===== config.mk =====
export PLATFORM = sky130hd
export DESIGN_NAME = cpu_sequencer_flat
export DESIGN_NICKNAME = d
export VERILOG_FILES = /design/src/rtl/cpu_sequencer_if.sv /design/src/rtl/cpu_sequencer.sv /design/src/flat_wrapper.sv
export SDC_FILE = /design/constraint.sdc
export NUM_CORES = 1
export LEC_CHECK = 0
export BUFFER_PORTS_ARGS = -buffer_cell sky130_fd_sc_hd__buf_4
export CORE_MARGIN = 3
export CORE_UTILIZATION = 53
export DETAILED_ROUTE_END_ITERATION = 12
export GPL_TIMING_DRIVEN = 0
export PLACE_DENSITY_LB_ADDON = 0.08
export SETUP_SLACK_MARGIN = 0.5
export SYNTH_ARGS = -nofsm -noshare
export SYNTH_HDL_FRONTEND = slang
export SYNTH_SLANG_ARGS = --single-unit

===== constraint.sdc =====
create_clock -name clk -period 4.4 [get_ports clk]
set_clock_uncertainty 0.15 [all_clocks]
set_input_delay 0.88 -clock clk [delete_from_list [all_inputs] [get_ports clk]]
set_output_delay 0.88 -clock clk [all_outputs]
set_load 0.1 [all_outputs]

===== src/rtl/cpu_sequencer_if.sv =====
// Control bus between the CPU sequencer and the datapath.
// The sequencer takes the slave side; the datapath or bench takes the master side.
`timescale 1ns/1ps
interface cpu_sequencer_if;
    logic        en;
    logic [1:0]  ins_byte;
    logic [1:0]  ins_mode;
    logic [1:0]  ins_ot;
    logic [3:0]  ins_opcode;
    logic        flag_eq;
    logic        flag_gt;
    logic        flag_lt;
    logic        ins_load;
    logic        ins2_load;
    logic        op1_load;
    logic        op2_load;
    logic        pc_inc;
    logic        pc_load;
    logic        ram_rd;
    logic        alu_en;
    logic        reg_load;
    logic        halted;
    logic        fault;
    logic [2:0]  state;
    logic [15:0] instr_count;

    modport slave (
        input  en, ins_byte, ins_mode, ins_ot, ins_opcode, flag_eq, flag_gt, flag_lt,
        output ins_load, ins2_load, op1_load, op2_load, pc_inc, pc_load, ram_rd,
               alu_en, reg_load, halted, fault, state, instr_count
    );

    modport master (
        output en, ins_byte, ins_mode, ins_ot, ins_opcode, flag_eq, flag_gt, flag_lt,
        input  ins_load, ins2_load, op1_load, op2_load, pc_inc, pc_load, ram_rd,
               alu_en, reg_load, halted, fault, state, instr_count
    );
endinterface


===== src/rtl/cpu_sequencer.sv =====
// Multi-cycle fetch/decode/execute/writeback control FSM for the 16-bit CPU.
// Strobes decode directly from the current state and instruction fields.
`timescale 1ns/1ps
module cpu_sequencer #(
    parameter int unsigned RAM_WAIT    = 1,
    parameter logic [3:0]  HALT_OPCODE = 4'hF
) (
    input  logic            clk,
    input  logic            rst,
    cpu_sequencer_if.slave  bus
);
    typedef enum logic [2:0] {
        IDLE      = 3'd0,
        FETCH     = 3'd1,
        DECODE    = 3'd2,
        FETCH2    = 3'd3,
        MEMWAIT   = 3'd4,
        EXECUTE   = 3'd5,
        WRITEBACK = 3'd6,
        HALT      = 3'd7
    } state_t;

    localparam logic [3:0] WAIT_LAST = 4'(RAM_WAIT - 1);

    state_t      state_q;
    logic [3:0]  wait_q;
    logic        halted_q;
    logic        fault_q;
    logic [15:0] count_q;

    logic illegal;
    logic halt_op;
    logic is_jump;
    logic jump_taken;

    always_comb begin
        // Direct addressing needs the second word, so a 1-word direct op is illegal.
        illegal = (bus.ins_ot == 2'b11) || (bus.ins_mode == 2'b11) ||
                  ((bus.ins_mode == 2'b10) && (bus.ins_byte != 2'd2));
        halt_op = (bus.ins_ot == 2'b00) && (bus.ins_opcode == HALT_OPCODE);
        is_jump = (bus.ins_ot == 2'b00) && (bus.ins_opcode[3:2] == 2'b10);
        case (bus.ins_opcode[1:0])
            2'b00:   jump_taken = 1'b1;
            2'b01:   jump_taken = bus.flag_eq;
            2'b10:   jump_taken = bus.flag_gt;
            default: jump_taken = bus.flag_lt;
        endcase
    end

    always_ff @(posedge clk) begin
        if (rst) begin
            state_q  <= IDLE;
            wait_q   <= '0;
            halted_q <= 1'b0;
            fault_q  <= 1'b0;
            count_q  <= '0;
        end else begin
            case (state_q)
                IDLE: if (bus.en) state_q <= FETCH;
                FETCH: state_q <= DECODE;
                DECODE: begin
                    if (illegal) begin
                        state_q  <= HALT;
                        halted_q <= 1'b1;
                        fault_q  <= 1'b1;
                    end else if (halt_op) begin
                        state_q  <= HALT;
                        halted_q <= 1'b1;
                    end else if (bus.ins_byte == 2'd2) begin
                        state_q <= FETCH2;
                    end else begin
                        state_q <= EXECUTE;
                    end
                end
                FETCH2: begin
                    if (bus.ins_mode == 2'b10) begin
                        state_q <= MEMWAIT;
                        wait_q  <= '0;
                    end else begin
                        state_q <= EXECUTE;
                    end
                end
                MEMWAIT: begin
                    if (wait_q == WAIT_LAST) begin
                        state_q <= EXECUTE;
                        wait_q  <= '0;
                    end else begin
                        wait_q <= wait_q + 4'd1;
                    end
                end
                EXECUTE: begin
                    if (is_jump) begin
                        count_q <= count_q + 16'd1;
                        state_q <= bus.en ? FETCH : IDLE;
                    end else begin
                        state_q <= WRITEBACK;
                    end
                end
                WRITEBACK: begin
                    count_q <= count_q + 16'd1;
                    state_q <= bus.en ? FETCH : IDLE;
                end
                HALT: state_q <= HALT;
                default: state_q <= IDLE;
            endcase
        end
    end

    always_comb begin
        bus.ins_load  = 1'b0;
        bus.ins2_load = 1'b0;
        bus.op1_load  = 1'b0;
        bus.op2_load  = 1'b0;
        bus.pc_inc    = 1'b0;
        bus.pc_load   = 1'b0;
        bus.ram_rd    = 1'b0;
        bus.alu_en    = 1'b0;
        bus.reg_load  = 1'b0;
        case (state_q)
            FETCH: bus.ins_load = 1'b1;
            DECODE: begin
                if (!illegal && !halt_op) begin
                    bus.op1_load = 1'b1;
                    bus.op2_load = 1'b1;
                    bus.pc_inc   = 1'b1;
                end
            end
            FETCH2: begin
                bus.ins2_load = 1'b1;
                bus.pc_inc    = 1'b1;
            end
            MEMWAIT: bus.ram_rd = 1'b1;
            EXECUTE: begin
                bus.alu_en  = 1'b1;
                bus.pc_load = is_jump && jump_taken;
            end
            WRITEBACK: bus.reg_load = 1'b1;
            default: ;
        endcase
    end

    assign bus.halted      = halted_q;
    assign bus.fault       = fault_q;
    assign bus.state       = state_q;
    assign bus.instr_count = count_q;
endmodule


===== src/flat_wrapper.sv =====
// flat-port wrapper written by rule: the top's interface ports become plain ports
module cpu_sequencer_flat 
#(
    parameter int unsigned RAM_WAIT    = 1,
    parameter logic [3:0]  HALT_OPCODE = 4'hF
)
  (clk, rst, bus_en, bus_ins_byte, bus_ins_mode, bus_ins_ot, bus_ins_opcode, bus_flag_eq, bus_flag_gt, bus_flag_lt, bus_ins_load, bus_ins2_load, bus_op1_load, bus_op2_load, bus_pc_inc, bus_pc_load, bus_ram_rd, bus_alu_en, bus_reg_load, bus_halted, bus_fault, bus_state, bus_instr_count);
  cpu_sequencer_if bus_i ();
  input  logic clk;
  input  logic rst;
  input wire logic [$bits(bus_i.en)-1:0] bus_en;
  input wire logic [$bits(bus_i.ins_byte)-1:0] bus_ins_byte;
  input wire logic [$bits(bus_i.ins_mode)-1:0] bus_ins_mode;
  input wire logic [$bits(bus_i.ins_ot)-1:0] bus_ins_ot;
  input wire logic [$bits(bus_i.ins_opcode)-1:0] bus_ins_opcode;
  input wire logic [$bits(bus_i.flag_eq)-1:0] bus_flag_eq;
  input wire logic [$bits(bus_i.flag_gt)-1:0] bus_flag_gt;
  input wire logic [$bits(bus_i.flag_lt)-1:0] bus_flag_lt;
  output wire logic [$bits(bus_i.ins_load)-1:0] bus_ins_load;
  output wire logic [$bits(bus_i.ins2_load)-1:0] bus_ins2_load;
  output wire logic [$bits(bus_i.op1_load)-1:0] bus_op1_load;
  output wire logic [$bits(bus_i.op2_load)-1:0] bus_op2_load;
  output wire logic [$bits(bus_i.pc_inc)-1:0] bus_pc_inc;
  output wire logic [$bits(bus_i.pc_load)-1:0] bus_pc_load;
  output wire logic [$bits(bus_i.ram_rd)-1:0] bus_ram_rd;
  output wire logic [$bits(bus_i.alu_en)-1:0] bus_alu_en;
  output wire logic [$bits(bus_i.reg_load)-1:0] bus_reg_load;
  output wire logic [$bits(bus_i.halted)-1:0] bus_halted;
  output wire logic [$bits(bus_i.fault)-1:0] bus_fault;
  output wire logic [$bits(bus_i.state)-1:0] bus_state;
  output wire logic [$bits(bus_i.instr_count)-1:0] bus_instr_count;
  assign bus_i.en = bus_en;
  assign bus_i.ins_byte = bus_ins_byte;
  assign bus_i.ins_mode = bus_ins_mode;
  assign bus_i.ins_ot = bus_ins_ot;
  assign bus_i.ins_opcode = bus_ins_opcode;
  assign bus_i.flag_eq = bus_flag_eq;
  assign bus_i.flag_gt = bus_flag_gt;
  assign bus_i.flag_lt = bus_flag_lt;
  assign bus_ins_load = bus_i.ins_load;
  assign bus_ins2_load = bus_i.ins2_load;
  assign bus_op1_load = bus_i.op1_load;
  assign bus_op2_load = bus_i.op2_load;
  assign bus_pc_inc = bus_i.pc_inc;
  assign bus_pc_load = bus_i.pc_load;
  assign bus_ram_rd = bus_i.ram_rd;
  assign bus_alu_en = bus_i.alu_en;
  assign bus_reg_load = bus_i.reg_load;
  assign bus_halted = bus_i.halted;
  assign bus_fault = bus_i.fault;
  assign bus_state = bus_i.state;
  assign bus_instr_count = bus_i.instr_count;
  cpu_sequencer #(.RAM_WAIT(RAM_WAIT), .HALT_OPCODE(HALT_OPCODE)) u_core (.clk(clk), .rst(rst), .bus(bus_i));
endmodule

==> impl_metrics.py <==
metrics = {
    "status": {
        "status": "completed",
    },
    "pwr": {
        "leakage_uw": 0.000722,
        "p_per_area_mw_per_mm2": 389,
        "vdd_drop_max_uv": 367,
    },
    "synthesis": {
        "netlist_area_sq_mm": 0.00139,
        "ys_types": 41,
        "ys_ff_latch": 25,
        "synth_edf_count": 0,
        "async_flop_share_pct": 0,
        "synthCells": 167,
        "synth_seq_area_share_pct": 36.1,
        "yosysWarnings": 0,
        "ys.flop_type": "dfxtp_1",
        "synth.avg_cell_area_sq_um": 8.30,
        "syn_nets": 186,
    },
    "cts": {
        "cts.reportedPaths.clkPinSlew_ps": 130,
        "holdBufCountCts": 0,
        "cts_made_buffers": 3,
        "htree_levels": 1,
        "clockBufferDepth": 2,
        "clock-root-buffer": "clkbuf_4",
        "clock_sinks": 25,
        "post_cts_buffers": 0,
        "clock_latency_ps": 330,
        "cts-resized-gates": 0,
        "cts_tree": "built",
    },
    "layout": {
        "layout_common_cells": "buf_4 (45), dfxtp_1 (25), a21oi_1 (21)",
        "area_growth_pct": 28.7,
        "diodes": 0,
        "drive_gt1_share_pct": 27.9,
        "nNetsFinal": 235,
        "stdcell_count": 243,
        "final_common_cell": "buf_4",
    },
    "timing": {
        "max_freq_mhz": 321,
        "setup_viol": 0,
        "maxSlewHeadroom_pct": 68.6,
        "finalMaxSlewViolations": 0,
        "worst_pin_slew_ps": 470,
        "hold_ws_ps": 307,
        "hold_viol": 0,
        "setup_tns_ps": 0,
        "rsz0062_at_grt": "no",
        "finalCritPeriodShare_pct": 70.7,
        "period_needed_ps": 3110,
    },
    "floorplanning": {
        "ios": 46,
        "std_cell_rows": 17,
        "initial_core_util_pct": 59.3,
        "fp.dieArea_sq_mm": 0.00327,
        "coreArea_sq_mm": 0.00234,
        "die_height_um": 57.1,
        "fp.dieW_um": 57.1,
    },
    "setup_path": {
        "cpLargestDelayFamily": "simple AND/OR/NAND/NOR gates",
        "critical_path.slowest_cell": "dfxtp_1",
        "cp_max_fo": 10,
        "start_kind": "flop",
        "crit_path_end_kind": "output port",
        "cpPeakStageDelay_ps": 360,
        "cp.arrival_ps": 2080,
        "critPathBufInv": 3,
        "required_ps": 3370,
        "worstPathCellList": "buf_2, nor2b_1, nor2b_1, and2_2, buf_4, buf_4",
        "criticalPathCategory": "reg2out",
    },
    "drt": {
        "routed.top_layer": "met4",
        "routed_wl_um": 3430,
        "dr.pass1.iters": 4,
        "wl_per_cell_um": 14.1,
        "num_vias": 1457,
        "wl_met3_um": 301,
        "drc_errors": 0,
        "ant_nets": 0,
        "dr_wl_met2_um": 1640,
        "routed_via_density": 6.00,
        "drtIter0Drc": 48,
        "wl_met1_um": 1470,
    },
    "global_routing": {
        "overflow": 0,
        "grt_max_degree": 16,
        "grt_pass1_vias": 1371,
        "antenna_found_initial": 0,
        "grt_use_total_pct": 21.5,
        "grt_pass1_wl_um": 5780,
    },
    "job": {
        "max_cap_viol_count": 0,
    },
    "hold_path": {
        "hold_path_class": "reg2reg",
    },
    "place": {
        "place_hpwl_um": 2700,
        "dp_cells": 239,
        "port_buffers": 44,
        "gp_congestion": 0.840,
    },
}
[power by group]
part | internal [uW] | total [uW] | switching [uW] | leakage [uW]
clock | 34.8 | 107 | 72.3 | 0.0000139
sequential | 239 | 255 | 15.5 | 0.000202
combinational | 77.2 | 332 | 255 | 0.000506
[area by class of cell]
| class | count | area (sq um) |
|---|---|---|
| buffer | 9 | 48.8 |
| clock buffer | 3 | 22.5 |
| clock inverter | 1 | 7.51 |
| fill | 194 | 556 |
| inverter | 12 | 45.0 |
| multi-input combinational | 121 | 795 |
| sequential | 25 | 500 |
| tap | 28 | 35.0 |
| timing repair buffer | 44 | 330 |
[kinds of logic (layout without fill, tap and decap cells)]
group	after synthesis	count (layout)	share of synthesized area, %
adders and majority gates	3	3	2.71
AOI/OAI and AO/OA	47	47	20.8
and+or+nand+nor	65	65	29.3
buffers and inverters	21	69	6.77
muxes	4	4	2.98
DFF	25	25	36.1
xor gates and xnor gates	2	2	1.26
[cells in the mapped netlist (all sizes together) (2+ instances only)]
master | number | share of area, %
a21oi | 21 | 7.6
a22oi | 3 | 2.0
a41oi | 3 | 1.9
and2 | 2 | 0.90
and3 | 2 | 0.90
and3b | 2 | 1.3
buf | 6 | 2.7
clkbuf | 3 | 0.81
dfxtp | 25 | 36
ha | 3 | 2.7
inv | 12 | 3.2
mux2i | 3 | 2.2
nand2 | 6 | 1.6
nand2b | 2 | 0.90
nand3 | 4 | 1.4
nand4 | 4 | 1.8
nor2 | 12 | 3.2
nor2b | 5 | 2.3
nor3 | 3 | 1.1
nor4 | 2 | 0.90
nor4b | 2 | 2.3
o21ai | 10 | 3.6
o31ai | 5 | 2.7
o41ai | 4 | 2.5
or3 | 5 | 2.3
or4 | 5 | 2.7
or4b | 3 | 2.2
xor2 | 2 | 1.3
[sequential cells by signal, indices dropped and copies added, names as in the netlist]
signal / cells
u_core.wait_q: 4
u_core.bus.halted: 1
u_core.bus.fault: 1
u_core.bus.state: 3
u_core.bus.instr_count: 16
[worst register-to-register path, delay by kind of cell, from the launching register on]
family / cells / cell delay (ps)
buffers and inverters: 1 / 180
flip-flops: 1 / 490
adder cells (fa/ha/maj): 1 / 230
AND/OR/NAND/NOR: 2 / 690
AO/OA/AOI/OAI: 2 / 250
[worst paths after layout]
check / startpoint / endpoint / slack (ps) / cells after the start
hold reg to reg: u_core.bus.halted$_SDFFE_PP0P_ / u_core.bus.halted$_SDFFE_PP0P_ / 310 / 2
hold / removal: u_core.bus.halted$_SDFFE_PP0P_ / u_core.bus.halted$_SDFFE_PP0P_ / 310 / 2
setup / recovery: u_core.bus.state[1]$_SDFFE_PP0P_ / bus_op2_load / 1290 / 6
setup reg to reg: u_core.bus.instr_count[0]$_SDFFE_PP0P_ / u_core.bus.instr_count[8]$_SDFFE_PP0P_ / 2360 / 6
[layer usage]
layer,global-route usage [%],vias to the layer above
li1,-,720
met1,26.7,669
met2,37.0,63
met3,6.33,5
met4,4.64,0
met5,0,-
[stage by stage]
step	power (uW)	cell area, sq um	util [%]	worst slack, ps
global placement	586	1750	75.0	1300
detailed placement	592	1750	75.0	1290
CTS	696	1780	76.3	1290
global route	723	1780	76.3	1090
floorplan	519	1390	-	700
finish	694	1780	76.3	1290
No activity file was read; power rests on OpenSTA's default activity.
